<file path="src/rtl/dummy_accelerator_result_buffer_pkg.sv">
// Shared constants, helpers and types for the accelerator result buffer.
// Optional feature macro used by this slice: DUMMY_ACC_RESBUF_BYPASS_EN.
package dummy_accelerator_pkg;

  localparam int unsigned DEPTH_DEFAULT = 4;

  typedef enum logic [1:0] {
    OP_NONE = 2'b00,
    OP_POP  = 2'b01,
    OP_PUSH = 2'b10,
    OP_BOTH = 2'b11
  } fifo_op_e;

  // Pointer width never drops below one bit so a degenerate depth still elaborates.
  function automatic int unsigned ptr_width(input int unsigned depth);
    return (depth > 1) ? $clog2(depth) : 1;
  endfunction

  function automatic int unsigned count_width(input int unsigned depth);
    return $clog2(depth + 1);
  endfunction

endpackage

</file>
<file path="src/rtl/dummy_accelerator_result_buffer_if.sv">
// Upstream (accelerator) and downstream (writeback) handshakes of the result buffer.
interface dummy_accelerator_result_buffer_if #(
  parameter int unsigned WIDTH = 32,
  parameter type TagType_t = logic
);

  logic             valid_i;
  logic             ready_o;
  logic [WIDTH-1:0] result_i;
  TagType_t         tag_i;

  logic             valid_o;
  logic             ready_i;
  logic [WIDTH-1:0] result_o;
  TagType_t         tag_o;

  modport slave (
    input  valid_i, result_i, tag_i, ready_i,
    output ready_o, valid_o, result_o, tag_o
  );

  modport master (
    output valid_i, result_i, tag_i, ready_i,
    input  ready_o, valid_o, result_o, tag_o
  );

endinterface

</file>
<file path="src/rtl/dummy_accelerator_resbuf_mem.sv">
// Result/tag storage: one synchronous write port, one asynchronous read port, no reset.
module dummy_accelerator_resbuf_mem
  import dummy_accelerator_pkg::*;
#(
  parameter int unsigned WIDTH = 32,
  parameter int unsigned DEPTH = DEPTH_DEFAULT,
  parameter type TagType_t = logic,
  localparam int unsigned PtrW = ptr_width(DEPTH)
) (
  input  logic             clk_i,
  input  logic             we,
  input  logic [PtrW-1:0]  waddr,
  input  logic [WIDTH-1:0] wdata,
  input  TagType_t         wtag,
  input  logic [PtrW-1:0]  raddr,
  output logic [WIDTH-1:0] rdata,
  output TagType_t         rtag
);

  logic [WIDTH-1:0] result_mem [DEPTH];
  TagType_t         tag_mem    [DEPTH];

  always_ff @(posedge clk_i) begin
    if (we) begin
      result_mem[waddr] <= wdata;
      tag_mem[waddr]    <= wtag;
    end
  end

  assign rdata = result_mem[raddr];
  assign rtag  = tag_mem[raddr];

endmodule

</file>
<file path="src/rtl/dummy_accelerator_result_buffer.sv">
// Circular FIFO decoupling accelerator results from writeback.
// Define DUMMY_ACC_RESBUF_BYPASS_EN to forward results combinationally while empty.
module dummy_accelerator_result_buffer
  import dummy_accelerator_pkg::*;
#(
  parameter int unsigned WIDTH = 32,
  parameter int unsigned DEPTH = DEPTH_DEFAULT,
  parameter type TagType_t = logic,
  localparam int unsigned PtrW = ptr_width(DEPTH),
  localparam int unsigned CntW = count_width(DEPTH)
) (
  input  logic                                clk_i,
  input  logic                                rst_i,
  input  logic                                flush_i,
  dummy_accelerator_result_buffer_if.slave    bus,
  output logic [CntW-1:0]                     count_o
);

  localparam logic [CntW-1:0] FullCount = CntW'(DEPTH);
  localparam logic [PtrW-1:0] LastPtr   = PtrW'(DEPTH - 1);

  logic [PtrW-1:0]  wr_ptr_q, rd_ptr_q;
  logic [CntW-1:0]  count_q;
  logic             empty, full, bypass, push, pop;
  logic [WIDTH-1:0] mem_result;
  TagType_t         mem_tag;
  fifo_op_e         op;

  function automatic logic [PtrW-1:0] next_ptr(input logic [PtrW-1:0] ptr);
    return (ptr == LastPtr) ? '0 : ptr + 1'b1;
  endfunction

  assign empty = (count_q == '0);
  assign full  = (count_q == FullCount);

`ifdef DUMMY_ACC_RESBUF_BYPASS_EN
  assign bypass = empty && bus.valid_i && !flush_i;
`else
  assign bypass = 1'b0;
`endif

  assign bus.ready_o  = !full && !flush_i;
  assign bus.valid_o  = (!empty || bypass) && !flush_i;
  assign bus.result_o = bypass ? bus.result_i : mem_result;
  assign bus.tag_o    = bypass ? bus.tag_i    : mem_tag;
  assign count_o      = count_q;

  // A bypassed result consumed in the same cycle never touches the storage.
  assign push = bus.valid_i && bus.ready_o && !(bypass && bus.ready_i);
  assign pop  = bus.valid_o && bus.ready_i && !empty;

  always_comb begin
    op = OP_NONE;
    if (push && pop) op = OP_BOTH;
    else if (push)   op = OP_PUSH;
    else if (pop)    op = OP_POP;
  end

  always_ff @(posedge clk_i) begin
    if (rst_i || flush_i) begin
      wr_ptr_q <= '0;
      rd_ptr_q <= '0;
      count_q  <= '0;
    end else begin
      unique case (op)
        OP_PUSH: begin
          wr_ptr_q <= next_ptr(wr_ptr_q);
          count_q  <= count_q + 1'b1;
        end
        OP_POP: begin
          rd_ptr_q <= next_ptr(rd_ptr_q);
          count_q  <= count_q - 1'b1;
        end
        OP_BOTH: begin
          wr_ptr_q <= next_ptr(wr_ptr_q);
          rd_ptr_q <= next_ptr(rd_ptr_q);
        end
        default: ;
      endcase
    end
  end

  dummy_accelerator_resbuf_mem #(
    .WIDTH     (WIDTH),
    .DEPTH     (DEPTH),
    .TagType_t (TagType_t)
  ) u_mem (
    .clk_i (clk_i),
    .we    (push),
    .waddr (wr_ptr_q),
    .wdata (bus.result_i),
    .wtag  (bus.tag_i),
    .raddr (rd_ptr_q),
    .rdata (mem_result),
    .rtag  (mem_tag)
  );

endmodule

</file>
<file path="src/flat_wrapper.sv">
// flat-port wrapper written by rule: the top's interface ports become plain ports
module dummy_accelerator_result_buffer_flat import dummy_accelerator_pkg::*;
#(
  parameter int unsigned WIDTH = 32,
  parameter int unsigned DEPTH = DEPTH_DEFAULT,
  parameter type TagType_t = logic,
  localparam int unsigned PtrW = ptr_width(DEPTH),
  localparam int unsigned CntW = count_width(DEPTH)
)
  (clk_i, rst_i, flush_i, count_o, bus_valid_i, bus_result_i, bus_tag_i, bus_ready_i, bus_ready_o, bus_valid_o, bus_result_o, bus_tag_o);
  dummy_accelerator_result_buffer_if #(.WIDTH(WIDTH), .TagType_t(TagType_t)) bus_i ();
  input  logic clk_i;
  input  logic rst_i;
  input  logic flush_i;
  output logic [CntW-1:0] count_o;
  input wire logic [$bits(bus_i.valid_i)-1:0] bus_valid_i;
  input wire logic [$bits(bus_i.result_i)-1:0] bus_result_i;
  input wire logic [$bits(bus_i.tag_i)-1:0] bus_tag_i;
  input wire logic [$bits(bus_i.ready_i)-1:0] bus_ready_i;
  output wire logic [$bits(bus_i.ready_o)-1:0] bus_ready_o;
  output wire logic [$bits(bus_i.valid_o)-1:0] bus_valid_o;
  output wire logic [$bits(bus_i.result_o)-1:0] bus_result_o;
  output wire logic [$bits(bus_i.tag_o)-1:0] bus_tag_o;
  assign bus_i.valid_i = bus_valid_i;
  assign bus_i.result_i = bus_result_i;
  assign bus_i.tag_i = bus_tag_i;
  assign bus_i.ready_i = bus_ready_i;
  assign bus_ready_o = bus_i.ready_o;
  assign bus_valid_o = bus_i.valid_o;
  assign bus_result_o = bus_i.result_o;
  assign bus_tag_o = bus_i.tag_o;
  dummy_accelerator_result_buffer #(.WIDTH(WIDTH), .DEPTH(DEPTH), .TagType_t(TagType_t)) u_core (.clk_i(clk_i), .rst_i(rst_i), .flush_i(flush_i), .bus(bus_i), .count_o(count_o));
endmodule
</file>
<file path="config.mk">
export PLATFORM = sky130hd
export DESIGN_NAME = dummy_accelerator_result_buffer_flat
export DESIGN_NICKNAME = d
export VERILOG_FILES = /design/src/rtl/dummy_accelerator_result_buffer_pkg.sv /design/src/rtl/dummy_accelerator_result_buffer_if.sv /design/src/rtl/dummy_accelerator_resbuf_mem.sv /design/src/rtl/dummy_accelerator_result_buffer.sv /design/src/flat_wrapper.sv
export SDC_FILE = /design/constraint.sdc
export NUM_CORES = 1
export LEC_CHECK = 0
export BUFFER_PORTS_ARGS = -buffer_cell sky130_fd_sc_hd__buf_2
export CORE_ASPECT_RATIO = 0.5
export CORE_MARGIN = 2
export CORE_UTILIZATION = 50
export DETAILED_ROUTE_END_ITERATION = 12
export PLACE_DENSITY_LB_ADDON = 0.1
export REMOVE_ABC_BUFFERS = 1
export SYNTH_ARGS = -nofsm -noshare
export SYNTH_HDL_FRONTEND = slang
export SYNTH_SLANG_ARGS = --single-unit
</file>
<file path="constraint.sdc">
create_clock -name clk_i -period 2.3 [get_ports clk_i]
set_input_delay 0.115 -clock clk_i [delete_from_list [all_inputs] [get_ports clk_i]]
set_output_delay 0.115 -clock clk_i [all_outputs]
set_load 0.02 [all_outputs]
</file>
==> impl_metrics.sql, run 1 <==
INSERT INTO impl_metrics (metric_group, metric, value, unit) VALUES
('status', 'outcome', 'finished, final reports clean', ''),
('logic_synthesis', 'yosys.area_share.adder', '0.0202', ''),
('timing', 'final_period_minus_worst_setup_slack', '2.15', 'ns'),
('timing', 'slew_headroom', '0.614', ''),
('logic_synthesis', 'edff_count_synth', '132', ''),
('worst_setup_path', 'worst-path-max-fanout', '5', ''),
('final_layout', 'fin_nets', '409', ''),
('global_route', 'grt_antenna_before_repair', '0', ''),
('power_and_ir_drop', 'power.total', '0.00554', 'W'),
('timing', 'setup_viol_count_final', '0', ''),
('logic_synthesis', 'synth_compound_area_frac', '0.00564', ''),
('place', 'gp_routability_congestion', '0.759', ''),
('clocking', 'clk_pin_slew', '0.05', 'ns'),
('floorplan', 'io-pin-count', '76', ''),
('clocking', 'buffer_cell_driving_the_clock_tree_root', 'clkbuf_16', ''),
('floorplan', 'horiz_die_dim', '150', 'µm'),
('final_layout', 'drive_above_1_share', '0.419', ''),
('worst_setup_path', 'setup.worst_path.start', 'u_core.count_o[0]', ''),
('logic_synthesis', 'yosysSeqAreaShare', '0.778', ''),
('logic_synthesis', 'main_combinational_cell_family_by_area_after_synthesis', 'multiplexers', ''),
('floorplan', 'core-area', '0.0103', 'mm²'),
('logic_synthesis', 'synth_simple_gate_area_frac', '0.0268', ''),
('power_and_ir_drop', 'cellInternalPower', '0.00443', 'W'),
('clocking', 'cts_tree', 'built', ''),
('logic_synthesis', 'postSynth.topFlopCell', 'edfxtp_1', ''),
('timing', 'clock_skew', '0.00589', 'ns'),
('logic_synthesis', 'post_synth_most_frequent_cells', 'edfxtp_1, mux4_2, dfxtp_1', ''),
('global_route', 'grt_first_pass_wirelength', '14.5', 'mm'),
('detailed_routing', 'firstDrtPassIters', '4', ''),
('timing', 'grt_setup_unrepaired', 'false', ''),
('timing', 'final-max-slew-violation-count', '0', ''),
('run', 'max-cap-violations', '0', ''),
('timing', 'timing.hold.ws', '0.192', 'ns'),
('final_layout', 'fin_util', '0.664', ''),
('floorplan', 'die_h', '77.0', 'µm'),
('timing', 'timing_worst_slew_pin_value', '0.577', 'ns'),
('global_route', 'overflow_left_after_global_routing', '0', ''),
('final_layout', 'final_cell_count_no_fill', '515', ''),
('logic_synthesis', 'synth.mux.area_fraction', '0.145', ''),
('timing', 'setup-tns-final', '0', 'ns'),
('worst_setup_path', 'critPathRequiredTime', '2.59', 'ns'),
('detailed_routing', 'drc', '0', ''),
('timing', 'max_freq', '465', 'MHz'),
('detailed_routing', 'via_density_per_instance', '5.23', ''),
('power_and_ir_drop', 'clkPwrFrac', '0.438', ''),
('worst_setup_path', 'worstReg2RegStart', 'u_core.count_o[0]', ''),
('detailed_routing', 'routed_wl', '9.14', 'mm'),
('worst_setup_path', 'reg2reg_setup_slack', '0.15', 'ns'),
('final_layout', 'insertedDiodeCount', '0', ''),
('global_route', 'grtUsageTotal', '0.174', ''),
('logic_synthesis', 'ys_top_cells_by_area', 'edfxtp_1, mux4_2, dfxtp_1', ''),
('floorplan', 'die_area', '0.0115', 'mm²'),
('worst_setup_path', 'critical_path_class', 'reg2reg', ''),
('power_and_ir_drop', 'max-vdd-ir-drop', '0.618', 'mV'),
('logic_synthesis', 'yosysMostFrequentCell', 'edfxtp_1', ''),
('clocking', 'clock_tree.buffer_depth', '2', ''),
('timing', 'final-hold-violation-count', '0', ''),
('worst_setup_path', 'crit_path_end', 'u_core.count_o[0]', ''),
('place', 'place_inst', '448', ''),
('worst_setup_path', 'worstPathArrival', '2.44', 'ns'),
('final_layout', 'syn2layout_area_growth', '28.2', '%'),
('detailed_routing', 'first_iter_violations', '134', ''),
('logic_synthesis', 'ys_async_sr_fraction', '0', ''),
('worst_setup_path', 'ff2ff_path_depth', '6', ''),
('clocking', 'tritoncts_num_sinks', '141', ''),
('worst_setup_path', 'critical_path_sink_type', 'flip-flop', ''),
('power_and_ir_drop', 'sequentialPowerShare', '0.515', ''),
('logic_synthesis', 'synth-seq-cells', '141', ''),
('detailed_routing', 'avgRoutedWirePerCell', '17.7', 'µm'),
('global_route', 'grt_max_degree', '34', ''),
('logic_synthesis', 'syn-mean-instance-area', '22.9', 'µm²');
-- layer usage --
layer	routed length (µm)	global-route usage	up-vias
li1	-	-	1216
met1	4000	0.230	1398
met2	4530	0.271	70
met3	487	0.0458	11
met4	120	0.0877	0
met5	0	0	-
-- per-stage QoR --
step / cell area [µm²] / worst slack [ns]
3_5_place_dp: 5920 / 0.0490
4_1_cts: 6810 / 0.0177
5_1_grt: 6830 / 0.0716
3_3_place_gp: 5920 / 0.244
2_1_floorplan: 5240 / -0.0281
6_report: 6830 / 0.150
-- critical path: stages (launching register included) --
cell and delay, ns:
dfxtp_1 0.36, or3_4 0.42, and2_4 0.17, ha_4 0.29
xor2_1 0.17, nor3_1 0.07, dlygate4sd3_1 0.56
-- layout by cell type, fill, tap and decap left out, drive strengths merged --
cell type	n
inv	6
edfxtp	132
o21bai	1
nand2b	1
o21ai	2
buf	83
clkbuf	18
dfxtp	9
nor2b	2
mux4	33
or3	2
a21oi	1
clkinv	10
xor2	2
clkinvlp	2
ha	7
nor3b	1
dlygate4sd3	36
nor3	2
fa	1
nand4	1
mux2i	3
a21boi	1
nand2	7
nor2	6
bufinv	1
and2	5
-- cells by family after synthesis --
kind of cell,Yosys count
simple gates,27
buf+inv,14
fa+ha+maj,8
xor+xnor,2
compound gates,5
flops,141
mux,36
-- power by group through the flow --
| stage | clock, W | sequential [W] | combinational [W] |
|---|---|---|---|
| 3_3_place_gp | 0 | 0.00290 | 0.000201 |
| 4_1_cts | 0.00249 | 0.00285 | 0.000259 |
| 2_1_floorplan | 0 | 0.00291 | 0.000102 |
| 6_report | 0.00243 | 0.00285 | 0.000257 |
| 3_5_place_dp | 0 | 0.00291 | 0.000210 |
| 5_1_grt | 0.00258 | 0.00286 | 0.000279 |
-- sequential cells by signal, indices dropped and copies added (netlist names), named ones only --
signal	count
u_core.count_o	3
u_core.rd_ptr_q	2
u_core.u_mem.result_mem	128
u_core.u_mem.tag_mem	4
u_core.wr_ptr_q	2
-- area by class of cell --
type	instances	area, µm²
clock buffer	18	429
clock inverter	13	103
fill	718	3450
inverter	6	22.5
multi-input combinational	78	1100
sequential	141	4150
tap	140	175
timing repair buffer	119	858
-- worst min path at each step --
| stage | from | to | slack, ns | depth (start not counted) |
|---|---|---|---|---|
| 2_1_floorplan | rst_i | u_core.count_o[0] | 0.19 | 1 |
| 3_3_place_gp | rst_i | u_core.count_o[1] | 0.31 | 2 |
| 3_5_place_dp | rst_i | u_core.count_o[0] | 0.32 | 2 |
| 4_1_cts | bus_ready_i | flip-flop | 0.18 | 4 |
| 5_1_grt | bus_ready_i | flip-flop | 0.21 | 4 |
| 6_report | bus_ready_i | flip-flop | 0.19 | 4 |
-- what timing repair did --
action / 4_1_cts / 5_1_grt
setup endpoints to repair: 0 / 2
endpoints found under the hold margin: 134 / 0
setup buffers: 0 / 0
hold buffers: 36 / 0
gates resized for setup: 0 / 3
No activity file was read; power rests on OpenSTA's default activity.
==> run 2: changes to the inputs <==
clock period = 2.8 ns   (was 2.3 ns; I/O delays follow)
==> run 2 against run 1 <==
Hold slack better by 0.013 ns; utilization is 0.88 points lower; clock skew hardly changed; global-route usage is 0.36 points lower; first-iteration DRC count is 5.2% higher; clock power is 20% lower; total power is 19% lower.
==> impl_metrics.sql, run 2 (synthesis results as in run 1) <==
INSERT INTO impl_metrics (metric_group, metric, value, unit) VALUES
('clocking', 'tritoncts_num_sinks', '141', ''),
('global_route', 'groute.layer.met3.usage', '0.0738', ''),
('place', 'place_hpwl', '5.37', 'mm'),
('global_route', 'grt.met2_usage', '0.255', ''),
('floorplan', 'core-area', '0.0103', 'mm²'),
('final_layout', 'final_cell_count_no_fill', '514', ''),
('clocking', 'htree_num_levels', '4', ''),
('clocking', 'number_of_gates_resized_after_cts', '0', ''),
('floorplan', 'placement_rows', '26', ''),
('detailed_routing', 'routed_wl', '9.07', 'mm'),
('worst_setup_path', 'max_stage_delay', '0.39', 'ns'),
('hold_path', 'hold_path_depth', '4', ''),
('final_layout', 'fillerInstances', '741', ''),
('floorplan', 'io-pin-count', '76', ''),
('timing', 'setup_viol_count_final', '0', ''),
('final_layout', 'fin_nets', '407', ''),
('final_layout', 'insertedDiodeCount', '0', ''),
('global_route', 'grt_pass1_vias', '2776', ''),
('final_layout', 'multiInputGateArea', '0.00108', 'mm²'),
('status', 'outcome', 'finished, final reports clean', ''),
('hold_path', 'hold_start', 'bus_ready_i', ''),
('worst_setup_path', 'reg2reg_setup_slack', '0.49', 'ns'),
('power_and_ir_drop', 'max-vdd-ir-drop', '0.494', 'mV'),
('worst_setup_path', 'worst-path-buf-inv', '2', ''),
('worst_setup_path', 'worst-path-max-fanout', '6', ''),
('place', 'place_inst', '446', ''),
('power_and_ir_drop', 'clkPwrFrac', '0.432', ''),
('power_and_ir_drop', 'sequentialPowerShare', '0.522', ''),
('global_route', 'grt_first_pass_wirelength', '14.1', 'mm'),
('worst_setup_path', 'timing.critical_path.max_delay_family', 'simple AND/OR/NAND/NOR gates', ''),
('final_layout', 'commonest_cells_after_routing_fill_and_taps_aside', 'edfxtp_1, buf_2, dlygate4sd3_1', ''),
('detailed_routing', 'avgRoutedWirePerCell', '17.6', 'µm'),
('global_route', 'grt_antenna_before_repair', '0', ''),
('global_route', 'most_used_routing_layer', 'met2', ''),
('timing', 'timing.hold.ws', '0.205', 'ns'),
('timing', 'grt_setup_unrepaired', 'false', ''),
('timing', 'slew_headroom', '0.372', ''),
('global_route', 'global_route.usage.met1', '0.231', ''),
('worst_setup_path', 'critical_path_sink_type', 'flip-flop', ''),
('final_layout', 'syn2layout_area_growth', '26.5', '%'),
('clocking', 'clk_pin_slew', '0.06', 'ns'),
('floorplan', 'die_h', '77.0', 'µm'),
('hold_path', 'min-delay-path-class', 'in2reg', ''),
('place', 'gp_routability_congestion', '0.728', ''),
('worst_setup_path', 'setup.worst_path.start_class', 'flip-flop', ''),
('detailed_routing', 'num_vias', '2698', ''),
('floorplan', 'horiz_die_dim', '150', 'µm'),
('power_and_ir_drop', 'switching_share', '0.208', ''),
('timing', 'timing_worst_slew_pin_value', '0.942', 'ns'),
('global_route', 'grtUsageTotal', '0.171', ''),
('place', 'io_buffer_count', '75', ''),
('final_layout', 'postLayoutCellArea', '0.00674', 'mm²'),
('timing', 'final-hold-violation-count', '0', ''),
('detailed_routing', 'firstDrtPassIters', '4', ''),
('worst_setup_path', 'worstReg2RegStart', 'u_core.count_o[2]', ''),
('detailed_routing', 'via_density_per_instance', '5.25', ''),
('run', 'max-cap-violations', '0', ''),
('clocking', 'tritoncts.num_buffers', '17', ''),
('final_layout', 'largest_register_ffs', '128', ''),
('clocking', 'clock_tree.buffer_depth', '2', ''),
('worst_setup_path', 'worstPathArrival', '2.65', 'ns'),
('worst_setup_path', 'critical_path.cell_chain', 'nor3b_1 > nor2_1 > inv_1 > ha_1 > inv_1 > fa_1 > xor2_1 > or3_1 > a21boi_1', ''),
('worst_setup_path', 'ff2ff_path_depth', '9', ''),
('worst_setup_path', 'critical_path_class', 'reg2reg', ''),
('power_and_ir_drop', 'pwr_density_cell', '666', 'mW/mm²'),
('detailed_routing', 'drc', '0', ''),
('timing', 'setup-tns-final', '0', 'ns'),
('floorplan', 'initial_core_util', '0.518', ''),
('global_route', 'overflow_left_after_global_routing', '0', ''),
('detailed_routing', 'ant_nets', '0', ''),
('timing', 'final_period_minus_worst_setup_slack', '2.31', 'ns'),
('place', 'placed_instance_area', '0.00585', 'mm²'),
('final_layout', 'top_register', 'u_core.u_mem.result_mem', ''),
('power_and_ir_drop', 'p_leak', '2.32', 'nW'),
('final_layout', 'seqCellArea', '0.00415', 'mm²'),
('worst_setup_path', 'rr_endpoint', 'u_core.count_o[2]', ''),
('worst_setup_path', 'cp_slowest_cell', 'fa_1', ''),
('timing', 'clock_skew', '0.00618', 'ns'),
('clocking', 'insertion_delay', '0.41', 'ns'),
('final_layout', 'layout.cells.most_common', 'edfxtp_1', ''),
('clocking', 'cts_tree', 'built', ''),
('clocking', 'buffer_cell_driving_the_clock_tree_root', 'clkbuf_16', ''),
('detailed_routing', 'first_iter_violations', '141', ''),
('timing', 'finalCritPeriodShare', '0.824', ''),
('power_and_ir_drop', 'share_comb_of_total_power', '0.046', ''),
('worst_setup_path', 'critPathRequiredTime', '3.14', 'ns'),
('power_and_ir_drop', 'switchingPower', '0.000933', 'W'),
('worst_setup_path', 'path_common_cell', 'inv_1', ''),
('power_and_ir_drop', 'cellInternalPower', '0.00356', 'W'),
('timing', 'max_freq', '434', 'MHz'),
('global_route', 'grt_max_degree', '34', ''),
('timing', 'final-max-slew-violation-count', '0', ''),
('floorplan', 'die_area', '0.0115', 'mm²'),
('final_layout', 'drive_above_1_share', '0.409', '');
[run 2: changes by cell type in the layout (fill, tap and decap cells not counted), sizes merged]
cell and change:
clkinvlp +3, buf -2, clkinv -1, clkbuf -1, inv +1, bufinv -1
[run 2: area by class of cell]
cell class	count	area share
multi-input cells	78	0.160
repair buffers	117	0.118
flip-flops and latches	141	0.615
well taps	140	0.0260
inverters	6	0.00334
clock buffers	17	0.0631
clock inverters	15	0.0150
[run 2: power groups by stage]
stage | clock [W] | combinational [W] | sequential [W]
2_1_floorplan | 0 | 0.0000839 | 0.00239
3_3_place_gp | 0 | 0.000161 | 0.00239
3_5_place_dp | 0 | 0.000169 | 0.00239
4_1_cts | 0.00198 | 0.000208 | 0.00235
5_1_grt | 0.00206 | 0.000223 | 0.00235
6_report | 0.00194 | 0.000205 | 0.00235
[run 2: worst max-delay path by stage]
stage,depth (start not counted),slack (ns),startpoint,to
5_1_grt,9,0.32,u_core.count_o[2],u_core.count_o[2]
2_1_floorplan,1,0.45,flip-flop,bus_result_o[0]
4_1_cts,9,0.50,u_core.count_o[0],u_core.count_o[2]
3_3_place_gp,9,0.66,u_core.count_o[2],u_core.count_o[2]
6_report,9,0.49,u_core.count_o[2],u_core.count_o[2]
3_5_place_dp,9,0.53,u_core.count_o[0],u_core.count_o[2]
[run 2: tightest hold or removal path: stages]
cell	delay (ns)
buf_2	0.09
nor2b_1	0.13
nand4_1	0.08
o21ai_0	0.11
[run 2: timing repair]
| action | CTS | global route |
|---|---|---|
| hold endpoints to repair | 134 | 0 |
| setup buffers | 0 | 0 |
| endpoints found under the setup margin | 0 | 0 |
| hold buffers | 36 | 0 |
[run 2: routing by layer]
layer	routed length [µm]	up-vias
met1	4090	1393
met2	4330	82
met5	0	-
li1	-	1216
met3	585	7
met4	57	0
[run 2: stage by stage]
| stage | utilization | total power (W) | worst slack [ns] |
|---|---|---|---|
| floorplan | - | 0.00247 | 0.447 |
| global placement | 0.569 | 0.00255 | 0.662 |
| detailed placement | 0.569 | 0.00256 | 0.535 |
| CTS | 0.656 | 0.00454 | 0.503 |
| global route | 0.656 | 0.00463 | 0.316 |
| finish | 0.656 | 0.00449 | 0.493 |
